$ cat src/rtl/i2c_pkg.sv
// Shared types and constants for the single-byte I2C master controller.
package i2c_pkg;

   typedef enum logic [3:0] {
      IDLE, START, ADDR, ACK1, WDATA, ACK2, RDATA, MACK, STOP
   } state_t;

   typedef logic [1:0] quarter_t;

   localparam logic     I2C_ACK = 1'b0;
   localparam logic     I2C_RD  = 1'b1;

   localparam quarter_t Q0 = 2'd0;
   localparam quarter_t Q1 = 2'd1;
   localparam quarter_t Q2 = 2'd2;
   localparam quarter_t Q3 = 2'd3;

   // SCL is high in the middle two quarters of every data/ack bit.
   function automatic logic scl_level(input quarter_t q);
      return (q == Q1) || (q == Q2);
   endfunction

endpackage

$ cat src/rtl/i2c_master_ctrl_if.sv
// Command/response handshake plus the open-drain I2C pins of the master.
// cmd transfers on the cycle where cmd_valid && cmd_ready are both high; cmd_ready
// is high only while the controller is idle and does not depend on cmd_valid.
interface i2c_master_ctrl_if;
   logic       cmd_valid;
   logic       cmd_ready;
   logic [6:0] cmd_addr;
   logic       cmd_rw;
   logic [7:0] cmd_wdata;
   logic       rsp_valid;
   logic [7:0] rsp_rdata;
   logic       rsp_nack;
   logic       busy;
   logic       scl_o;
   logic       sda_o;
   logic       sda_oe;
   logic       sda_i;

   modport master (
      input  cmd_valid, cmd_addr, cmd_rw, cmd_wdata, sda_i,
      output cmd_ready, rsp_valid, rsp_rdata, rsp_nack, busy, scl_o, sda_o, sda_oe
   );

   modport slave (
      output cmd_valid, cmd_addr, cmd_rw, cmd_wdata, sda_i,
      input  cmd_ready, rsp_valid, rsp_rdata, rsp_nack, busy, scl_o, sda_o, sda_oe
   );
endinterface

$ cat src/rtl/i2c_clk_gen.sv
// Quarter-bit timebase: one quarter_tick every CLK_DIV clocks, held at Q0 while cleared.
module i2c_clk_gen
   import i2c_pkg::*;
#(
   parameter int CLK_DIV = 4
) (
   input  logic     clk,
   input  logic     rst,
   input  logic     clear,
   output logic     quarter_tick,
   output quarter_t quarter
);

   logic [7:0] cnt;

   assign quarter_tick = !clear && (cnt == 8'(CLK_DIV - 1));

   always_ff @(posedge clk) begin
      if (rst || clear) begin
         cnt     <= '0;
         quarter <= Q0;
      end else if (quarter_tick) begin
         cnt     <= '0;
         quarter <= quarter + 2'd1;
      end else begin
         cnt <= cnt + 8'd1;
      end
   end

endmodule

$ cat src/rtl/i2c_master_ctrl.sv
// Single-byte I2C master: START, {addr,rw}, ack, one data byte, ack/master-nack, STOP.
module i2c_master_ctrl
   import i2c_pkg::*;
#(
   parameter int CLK_DIV = 4
) (
   input  logic                clk,
   input  logic                rst,
   i2c_master_ctrl_if.master   bus,
   output state_t              dbg_state
);

   state_t     state, state_nx;
   quarter_t   quarter;
   logic       quarter_tick;
   logic       end_slot;
   logic       accept;
   logic       sample_stb;
   logic [2:0] bit_cnt;
   logic [7:0] sr;
   logic [7:0] wdata_q;
   logic       rw_q;
   logic       nack_q;
   logic       busy_q;
   logic       rsp_valid_q;
   logic [7:0] rsp_rdata_q;
   logic       rsp_nack_q;
   logic       scl, sda_drv, sda_en;

   i2c_clk_gen #(.CLK_DIV(CLK_DIV)) u_clk_gen (
      .clk          (clk),
      .rst          (rst),
      .clear        (state == IDLE),
      .quarter_tick (quarter_tick),
      .quarter      (quarter)
   );

   assign end_slot = quarter_tick && (quarter == Q3);
   assign accept   = bus.cmd_valid && (state == IDLE);

   always_comb begin
      state_nx = state;
      scl      = 1'b1;
      sda_drv  = 1'b1;
      sda_en   = 1'b0;
      case (state)
         IDLE:  if (accept) state_nx = START;
         START: begin
            sda_en  = 1'b1;
            sda_drv = !quarter[1];
            if (end_slot) state_nx = ADDR;
         end
         ADDR, WDATA: begin
            scl     = scl_level(quarter);
            sda_en  = 1'b1;
            sda_drv = sr[7];
            if (end_slot && bit_cnt == 3'd7) state_nx = (state == ADDR) ? ACK1 : ACK2;
         end
         ACK1: begin
            scl = scl_level(quarter);
            if (end_slot) state_nx = nack_q ? STOP : ((rw_q == I2C_RD) ? RDATA : WDATA);
         end
         ACK2, MACK: begin
            scl = scl_level(quarter);
            if (end_slot) state_nx = STOP;
         end
         RDATA: begin
            scl = scl_level(quarter);
            if (end_slot && bit_cnt == 3'd7) state_nx = MACK;
         end
         STOP: begin
            // SDA low through the SCL rise, then released high: the STOP edge.
            scl     = (quarter != Q0);
            sda_en  = !quarter[1];
            sda_drv = 1'b0;
            if (end_slot) state_nx = IDLE;
         end
         default: state_nx = IDLE;
      endcase
   end

   always_ff @(posedge clk) begin
      if (rst) begin
         state       <= IDLE;
         sample_stb  <= 1'b0;
         bit_cnt     <= '0;
         sr          <= '0;
         wdata_q     <= '0;
         rw_q        <= 1'b0;
         nack_q      <= 1'b0;
         busy_q      <= 1'b0;
         rsp_valid_q <= 1'b0;
         rsp_rdata_q <= '0;
         rsp_nack_q  <= 1'b0;
      end else begin
         state       <= state_nx;
         // Strobe lands on the first clock of Q2, mid SCL-high.
         sample_stb  <= quarter_tick && (quarter == Q1);
         rsp_valid_q <= 1'b0;
         if (accept) begin
            sr      <= {bus.cmd_addr, bus.cmd_rw};
            wdata_q <= bus.cmd_wdata;
            rw_q    <= bus.cmd_rw;
            nack_q  <= 1'b0;
            bit_cnt <= '0;
            busy_q  <= 1'b1;
         end else if (rsp_valid_q) begin
            busy_q <= 1'b0;
         end
         if (end_slot && (state == ADDR || state == WDATA || state == RDATA))
            bit_cnt <= bit_cnt + 3'd1;
         if (end_slot && (state == ADDR || state == WDATA))
            sr <= {sr[6:0], 1'b0};
         if (end_slot && state == ACK1 && rw_q != I2C_RD)
            sr <= wdata_q;
         if (sample_stb && state == RDATA)
            sr <= {sr[6:0], bus.sda_i};
         if (sample_stb && (state == ACK1 || state == ACK2) && bus.sda_i != I2C_ACK)
            nack_q <= 1'b1;
         if (end_slot && state == STOP) begin
            rsp_valid_q <= 1'b1;
            rsp_nack_q  <= nack_q;
            rsp_rdata_q <= (rw_q == I2C_RD && !nack_q) ? sr : 8'h00;
         end
      end
   end

   assign bus.cmd_ready = (state == IDLE);
   assign bus.busy      = busy_q;
   assign bus.rsp_valid = rsp_valid_q;
   assign bus.rsp_rdata = rsp_rdata_q;
   assign bus.rsp_nack  = rsp_nack_q;
   assign bus.scl_o     = scl;
   assign bus.sda_o     = sda_drv;
   assign bus.sda_oe    = sda_en;
   assign dbg_state     = state;

endmodule

$ cat src/flat_wrapper.sv
// flat-port wrapper written by rule: the top's interface ports become plain ports
module i2c_master_ctrl_flat import i2c_pkg::*;
#(
   parameter int CLK_DIV = 4
)
  (clk, rst, dbg_state, bus_cmd_valid, bus_cmd_addr, bus_cmd_rw, bus_cmd_wdata, bus_sda_i, bus_cmd_ready, bus_rsp_valid, bus_rsp_rdata, bus_rsp_nack, bus_busy, bus_scl_o, bus_sda_o, bus_sda_oe);
  i2c_master_ctrl_if bus_i ();
  input  logic clk;
  input  logic rst;
  output state_t dbg_state;
  input wire logic [$bits(bus_i.cmd_valid)-1:0] bus_cmd_valid;
  input wire logic [$bits(bus_i.cmd_addr)-1:0] bus_cmd_addr;
  input wire logic [$bits(bus_i.cmd_rw)-1:0] bus_cmd_rw;
  input wire logic [$bits(bus_i.cmd_wdata)-1:0] bus_cmd_wdata;
  input wire logic [$bits(bus_i.sda_i)-1:0] bus_sda_i;
  output wire logic [$bits(bus_i.cmd_ready)-1:0] bus_cmd_ready;
  output wire logic [$bits(bus_i.rsp_valid)-1:0] bus_rsp_valid;
  output wire logic [$bits(bus_i.rsp_rdata)-1:0] bus_rsp_rdata;
  output wire logic [$bits(bus_i.rsp_nack)-1:0] bus_rsp_nack;
  output wire logic [$bits(bus_i.busy)-1:0] bus_busy;
  output wire logic [$bits(bus_i.scl_o)-1:0] bus_scl_o;
  output wire logic [$bits(bus_i.sda_o)-1:0] bus_sda_o;
  output wire logic [$bits(bus_i.sda_oe)-1:0] bus_sda_oe;
  assign bus_i.cmd_valid = bus_cmd_valid;
  assign bus_i.cmd_addr = bus_cmd_addr;
  assign bus_i.cmd_rw = bus_cmd_rw;
  assign bus_i.cmd_wdata = bus_cmd_wdata;
  assign bus_i.sda_i = bus_sda_i;
  assign bus_cmd_ready = bus_i.cmd_ready;
  assign bus_rsp_valid = bus_i.rsp_valid;
  assign bus_rsp_rdata = bus_i.rsp_rdata;
  assign bus_rsp_nack = bus_i.rsp_nack;
  assign bus_busy = bus_i.busy;
  assign bus_scl_o = bus_i.scl_o;
  assign bus_sda_o = bus_i.sda_o;
  assign bus_sda_oe = bus_i.sda_oe;
  i2c_master_ctrl #(.CLK_DIV(CLK_DIV)) u_core (.clk(clk), .rst(rst), .bus(bus_i), .dbg_state(dbg_state));
endmodule
$ cat config.mk
export PLATFORM = sky130hd
export DESIGN_NAME = i2c_master_ctrl_flat
export DESIGN_NICKNAME = d
export VERILOG_FILES = /design/src/rtl/i2c_pkg.sv /design/src/rtl/i2c_master_ctrl_if.sv /design/src/rtl/i2c_clk_gen.sv /design/src/rtl/i2c_master_ctrl.sv /design/src/flat_wrapper.sv
export SDC_FILE = /design/constraint.sdc
export NUM_CORES = 1
export LEC_CHECK = 0
export ABC_AREA = 0
export ABC_CLOCK_PERIOD_IN_PS = 6500
export BUFFER_PORTS_ARGS = -buffer_cell sky130_fd_sc_hd__buf_2
export CAP_MARGIN = 20
export CORE_UTILIZATION = 53
export CTS_CLUSTER_SIZE = 24
export DETAILED_ROUTE_END_ITERATION = 10
export PLACE_DENSITY = 0.84
export SKIP_CTS_REPAIR_TIMING = 1
export SYNTH_ARGS = -nofsm -noshare
export SYNTH_HDL_FRONTEND = slang
export SYNTH_SLANG_ARGS = --single-unit
export TNS_END_PERCENT = 5
$ cat constraint.sdc
create_clock -name clk -period 6.5 [get_ports clk]
set_input_delay 0.975 -clock clk [delete_from_list [all_inputs] [get_ports clk]]
set_output_delay 0.975 -clock clk [all_outputs]
set_load 0.02 [all_outputs]
==> results of run 1 <==
sequential cells by signal, summed over array words and instances, names as in the netlist:
name / count
u_core.bit_cnt: 3
u_core.bus.busy: 1
u_core.bus.rsp_nack: 1
u_core.bus.rsp_rdata: 8
u_core.bus.rsp_valid: 1
u_core.dbg_state: 4
u_core.nack_q: 1
u_core.rw_q: 1
u_core.sample_stb: 1
u_core.sr: 8
u_core.u_clk_gen.cnt: 8
u_core.u_clk_gen.quarter: 2
u_core.wdata_q: 8
metrics by stage:
| stage | hold slack, ns | worst slack (ns) | area (µm²) | util (%) | cells |
|---|---|---|---|---|---|
| CTS | 0.4681 | 3.774 | 2531 | 62.83 | 349 |
| global route | 0.4792 | 3.625 | 2531 | 62.83 | 349 |
| floorplan | 0.4261 | 3.924 | 2253 | - | 268 |
| finish | 0.4656 | 3.770 | 2531 | 62.83 | 349 |
| detailed placement | 0.4453 | 4.017 | 2446 | 60.71 | 341 |
| global placement | 0.4425 | 4.097 | 2446 | 60.71 | 341 |
power groups by stage:
stage | Clock (W) | Sequential, W | Combinational, W
floorplan | 0 | 0.000317 | 0.0000576
global placement | 0 | 0.000320 | 0.0000743
detailed placement | 0 | 0.000320 | 0.0000755
CTS | 0.000176 | 0.000313 | 0.0000757
global route | 0.000189 | 0.000316 | 0.0000852
finish | 0.000172 | 0.000314 | 0.0000756
metal layers:
layer / wire length (µm) / track usage, %
met3: 254 / 6.250
met2: 2244 / 35.38
met1: 2270 / 30.43
met5: 0 / 0
met4: 0 / 6.383
placed cells by master, fill, tap and decap left out, types with 2 or more instances in the layout:
master,n
a211o_1,7
dfxtp_1,47
o21ai_0,2
a21oi_1,23
buf_2,38
nand3_1,13
o32ai_1,2
or2_2,4
xor2_1,5
or3_1,2
o22ai_1,2
clkbuf_8,5
ha_1,6
mux2i_1,9
nand4_1,3
a311oi_1,7
inv_1,5
nand2_1,39
nand2b_1,3
nor3_1,6
a22o_1,8
nor2_1,38
and3_1,5
xnor2_1,4
critical path: cells and delay by family (launching register included):
| kind | cells | cell delay, ns |
|---|---|---|
| buffers and inverters | 1 | 0.19 |
| DFF | 1 | 0.43 |
| AOI/OAI and AO/OA | 1 | 0.19 |
| and+or+nand+nor | 3 | 0.65 |
logic make-up after synthesis:
family / Yosys count / share of synthesized area [%]
buffers and inverters: 20 / 3.498
xor gates and xnor gates: 9 / 3.498
adders and majority gates: 6 / 3.331
AOI/OAI and AO/OA: 57 / 18.38
DFF: 47 / 41.75
and+or+nand+nor: 120 / 25.54
muxes: 9 / 3.998
worst min path at each step:
| stage | startpoint | cells past startpoint | end |
|---|---|---|---|
| finish | u_core.u_clk_gen.cnt[0]$_SDFF_PP0_ | 1 | u_core.u_clk_gen.cnt[0]$_SDFF_PP0_ |
| global route | u_core.u_clk_gen.cnt[0]$_SDFF_PP0_ | 1 | u_core.u_clk_gen.cnt[0]$_SDFF_PP0_ |
| CTS | u_core.u_clk_gen.cnt[0]$_SDFF_PP0_ | 1 | u_core.u_clk_gen.cnt[0]$_SDFF_PP0_ |
| detailed placement | u_core.u_clk_gen.cnt[0]$_SDFF_PP0_ | 1 | u_core.u_clk_gen.cnt[0]$_SDFF_PP0_ |
| global placement | u_core.u_clk_gen.cnt[0]$_SDFF_PP0_ | 1 | u_core.u_clk_gen.cnt[0]$_SDFF_PP0_ |
| floorplan | u_core.u_clk_gen.cnt[0]$_SDFF_PP0_ | 1 | u_core.u_clk_gen.cnt[0]$_SDFF_PP0_ |
final cells by class:
cell class,instances,area (µm²)
Sequential cell,47,940.9
Clock inverter,2,12.51
Fill cell,361,1498
Timing Repair Buffer,38,190.2
Clock buffer,6,72.57
Multi-Input combinational cell,201,1234
Inverter,5,18.77
Tap cell,50,62.56
==> results.md, run 1 <==
- Clock latency on the worst-skew pair: 0.30 ns
- Clock Tree Root: clkbuf_8
- Top cells by area, synth: dfxtp_1 (42%), nand2_1 (6.5%), nor2_1 (6.3%)
- CP Capture Type: output port
- Top-area cell type share of the netlist area: 41.75%
- Final critical-path share of the clock period: 42.01%
- I/O Buffers: 38
- H-Tree Depth: 2
- Placer congestion estimate: 0.8491
- DRT iter0 DRCs: 151
- CTS tree: built
- Final setup fails: 0
- Die extent in x: 67.21 µm
- Clock transition at the registers of the reported paths: 0.08 ns
- Layout Skew: 0.008157 ns
- Post-synth EDFFs: 0
- Post-route minimum period: 2.730 ns
- Routed Wire Length: 4769 µm
- Slowest stage delay, CP: 0.43 ns
- Sw Share: 27.95%
- Crit path capture: bus_sda_oe
- Drt pass-1 iters: 4
- Routed Antenna Nets: 0
- Largest net degree at the start of global routing: 35
- P per Cell Area: 222.0 nW/µm²
- FF-to-FF End: u_core.sr[1]$_SDFFE_PP0P_
- Most frequent cell after synthesis: dfxtp_1
- Synth warn: 0
- Die area: 4517 µm²
- Max Clock Freq: 366.2 MHz
- CORE AREA: 4029 µm²
- Internal Power: 0.0004048 W
- First-pass GRT wire length: 7769 µm
- Flop2flop setup slack: 3.96 ns
- Min-delay worst type: reg2reg
- Mean Syn Cell Area: 8.408 µm²
- Setup TNS: 0 ns
- DP Wirelength: 3404 µm
- Die height: 67.21 µm
- GRT Overall Usage: 22.66%
- Max-slew violations: 0
- Yosys top cell by area: dfxtp_1
- Vias per cell: 5.791
- Reg2reg path depth: 6
- Primary FF master, synth: dfxtp_1
- Critical path, cell by cell: or2_2 > nor2_1 > nand2_1 > o22ai_1 > buf_2
- P&R area growth vs syn: 12.33%
- Least-Margin Pin Slew: 0.8917 ns
- Nets: 324
- Max-Slew Margin vs Limit: 40.33%
- Reg-to-Reg Start: u_core.u_clk_gen.cnt[0]$_SDFF_PP0_
- Top Ports: 39
- Logic gate share of total power: 13.5%
- DR WL/cell: 13.66 µm
- Flop pwr share: 55.9%
- Layout cell share with drive strength beyond 1: 18.06%
- Crit-path slowest cell: dfxtp_1
- Net Sw Power: 0.0001570 W
- Initial core utilization: 55.93%
- # DRC: 0
- Crit-path max FO: 12
- Asr flop ratio synth: 0%
- Final hold vios: 0
- Final antenna diode count: 0
- Count of cell types in the netlist: 37
- Startpoint types: register
- # rows: 23
- CP startpoint: u_core.dbg_state[1]$_SDFFE_PP0P_
- Number of synthesized register bits: 47
- VDD IR max: 122.7 µV
- Remaining Overflow, GRT: 0
- Max-Cap Viols: 0
- Clock Path Buffers: 2
- Mapped Nets: 294
- Post-synthesis cell count: 268
- CP required: 5.52 ns
- Status: finished, final reports clean
- Number of antenna violations at the first check in global routing: 0
- Top cells by count, synth: dfxtp_1 (47), nand2_1 (39), nor2_1 (38), a21oi_1 (23), clkbuf_1 (14)
- Power Total: 0.0005619 W
- Register area share after synthesis: 41.75%
- Critical Path AT: 1.76 ns
- RSZ-0062 raised after global routing: no
- Vias in the first global route: 1727
- Cell area after synthesis: 2253 µm²
- WS Path Type: reg2out
- Clock power share: 30.7%
- CTS Buf Count: 5
- Clock sink count: 47
- Vias: 2021
- Leak: 1.100 nW
No activity file was read; power rests on OpenSTA's default activity.
==> run 2, diff against run 1 <==
ABC_CLOCK_PERIOD_IN_PS = 2750   (was 6500)
clock period = 2.75 ns   (was 6.5 ns; I/O delays follow)
==> results.md, run 2 (synthesis results as in run 1) <==
- Most common cell after layout, fill and taps aside: dfxtp_1 (unchanged)
- Routed Wire Length: 5162 µm (was 4769 µm)
- Critical Path AT: 1.79 ns (was 1.76 ns)
- Reg2reg path depth: 6 (unchanged)
- Most frequent cells in the layout: dfxtp_1 (47), nand2_1 (39), nor2_1 (38), buf_2 (38), a21oi_1 (23) (unchanged)
- Die extent in x: 67.21 µm (unchanged)
- Reg-to-Reg Start: u_core.u_clk_gen.cnt[0]$_SDFF_PP0_ (unchanged)
- Max-Slew Margin vs Limit: 57.81% (was 40.33%)
- Least-Margin Pin Slew: 0.6329 ns (was 0.8917 ns)
- DR WL/cell: 14.54 µm (was 13.66 µm)
- Top Ports: 39 (unchanged)
- Fin Hold WS: 0.3394 ns (was 0.4656 ns)
- WS Path Type: reg2out (unchanged)
- Final hold vios: 0 (unchanged)
- Crit-path max FO: 12 (unchanged)
- Leak: 1.136 nW (was 1.100 nW)
- Vias per cell: 5.806 (was 5.791)
- Clock transition at the registers of the reported paths: 0.09 ns (was 0.08 ns)
- FF-to-FF End: u_core.sr[1]$_SDFFE_PP0P_ (unchanged)
- Layout cell share with drive strength beyond 1: 19.67% (was 18.06%)
- CTS Buf Count: 5 (unchanged)
- Final setup fails: 0 (unchanged)
- Die height: 67.21 µm (unchanged)
- H-Tree Depth: 2 (unchanged)
- Remaining Overflow, GRT: 0 (unchanged)
- Sequential cell area: 940.9 µm² (unchanged)
- CTS tree: built (unchanged)
- Global routing usage on met2: 35.88% (was 35.38%)
- Max Clock Freq: 454.0 MHz
- Drt pass-1 iters: 4 (unchanged)
- Slowest stage delay, CP: 0.45 ns (was 0.43 ns)
- Number of antenna violations at the first check in global routing: 0 (unchanged)
- Grt met3 use: 5.236% (was 6.250%)
- Max-Cap Viols: 0 (unchanged)
- Startpoint types: register (unchanged)
- Vias in the first global route: 1763 (was 1727)
- Crit-path slowest cell: dfxtp_1 (unchanged)
- Largest net degree at the start of global routing: 23 (was 35)
- Min-delay worst type: in2reg (was reg2reg)
- RSZ-0062 raised after global routing: no (unchanged)
- P&R area growth vs syn: 14.77% (was 12.33%)
- Placer congestion estimate: 0.8756 (was 0.8491)
- Vias: 2061 (was 2021)
- # DRC: 0 (unchanged)
- WHS Path Cells: 3 (was 1)
- # rows: 23 (unchanged)
- P per Cell Area: 528.7 nW/µm² (was 222.0 nW/µm²)
- GRT Overall Usage: 24.09% (was 22.66%)
- Clock sink count: 47 (unchanged)
- Fillers: 339 (was 361)
- Post-route minimum period: 2.203 ns
- Worst hold endpoint: u_core.wdata_q[2]$_SDFFE_PP0P_ (was u_core.u_clk_gen.cnt[0]$_SDFF_PP0_)
- Final antenna diode count: 0 (unchanged)
- Clock Tree Root: clkbuf_8 (unchanged)
- Nets: 330 (was 324)
- Die area: 4517 µm² (unchanged)
- Critical path, cell by cell: or2_2 > nor2_1 > nand2_1 > o22ai_1 > buf_2 (unchanged)
- CP required: 2.34 ns (was 5.52 ns)
- Final critical-path share of the clock period: 80.09%
- Max-slew violations: 0 (unchanged)
- DRT iter0 DRCs: 220 (was 151)
- Layout Skew: 0.004359 ns (was 0.008157 ns)
- Clock Path Buffers: 2 (unchanged)
- VDD IR max: 398.2 µV (was 122.7 µV)
- Hold_sp: bus_cmd_wdata[2] (was u_core.u_clk_gen.cnt[0]$_SDFF_PP0_)
- Multi-input logic area: 1234 µm² (unchanged)
- CP Capture Type: output port (unchanged)
- DP Wirelength: 3549 µm (was 3404 µm)
- Busiest layer in global routing: met2 (unchanged)
- I/O Buffers: 38 (unchanged)
- CORE AREA: 4029 µm² (unchanged)
- Initial core utilization: 55.93% (unchanged)
- Flop2flop setup slack: 0.55 ns (was 3.96 ns)
- Met1 usage: 33.58% (was 30.43%)
- Setup TNS: 0 ns (unchanged)
- First-pass GRT wire length: 8190 µm (was 7769 µm)
- Status: finished, final reports clean (unchanged)
- Clock latency on the worst-skew pair: 0.30 ns (about the same)
- Routed Antenna Nets: 0 (unchanged)
==> run 2: metal layers <==
metal	vias up	share of wire, %
li1	1027	-
met5	-	0
met2	71	47
met1	950	46
met3	13	5.7
met4	0	2.0
==> run 2: layout make-up <==
type / instances / area share [%]
Timing Repair Buffer: 44 / 9.095
Tap cell: 50 / 2.419
Sequential cell: 47 / 36.38
Clock inverter: 1 / 0.3387
Clock buffer: 7 / 3.338
Inverter: 5 / 0.7257
Multi-Input combinational cell: 201 / 47.70
==> run 2: how the worst max path moves through the flow <==
stage / to / startpoint / slack [ns] / cells after the start
detailed placement: u_core.sr[4]$_SDFFE_PP0P_ / u_core.u_clk_gen.cnt[0]$_SDFF_PP0_ / 0.57 / 6
CTS: bus_sda_oe / u_core.dbg_state[1]$_SDFFE_PP0P_ / 0.55 / 5
floorplan: u_core.sr[1]$_SDFFE_PP0P_ / u_core.u_clk_gen.cnt[0]$_SDFF_PP0_ / 0.60 / 6
finish: bus_sda_oe / u_core.dbg_state[1]$_SDFFE_PP0P_ / 0.55 / 5
global route: u_core.sr[1]$_SDFFE_PP0P_ / u_core.u_clk_gen.cnt[0]$_SDFF_PP0_ / 0.30 / 6
global placement: u_core.sr[3]$_SDFFE_PP0P_ / u_core.u_clk_gen.cnt[0]$_SDFF_PP0_ / 0.68 / 6
==> run 2: power by group <==
part / internal [W] / switching (W)
sequential: 0.000710 / 0.0000333
clock: 0.000206 / 0.000236
combinational: 0.0000706 / 0.000112
total: 0.000986 / 0.000381
==> run 2: worst max-delay path, delay by kind of cell (launching register included) <==
family / cells / cell delay [ns]
buffers and inverters: 1 / 0.19
AOI/OAI and AO/OA: 1 / 0.19
DFF: 1 / 0.45
and+or+nand+nor: 3 / 0.65
==> run 2: through the flow <==
stage | instances | instance area, µm² | util [%] | total power (W) | setup WS (ns)
final | 355 | 2586 | 64.19 | 0.001367 | 0.5475
after global routing | 355 | 2586 | 64.19 | 0.001424 | 0.3046
after CTS | 355 | 2586 | 64.19 | 0.001368 | 0.5462
after detailed placement | 347 | 2491 | 61.83 | 0.0009373 | 0.5692
after global placement | 347 | 2491 | 61.83 | 0.0009317 | 0.6820
after floorplan | 268 | 2253 | - | 0.0008847 | 0.5960
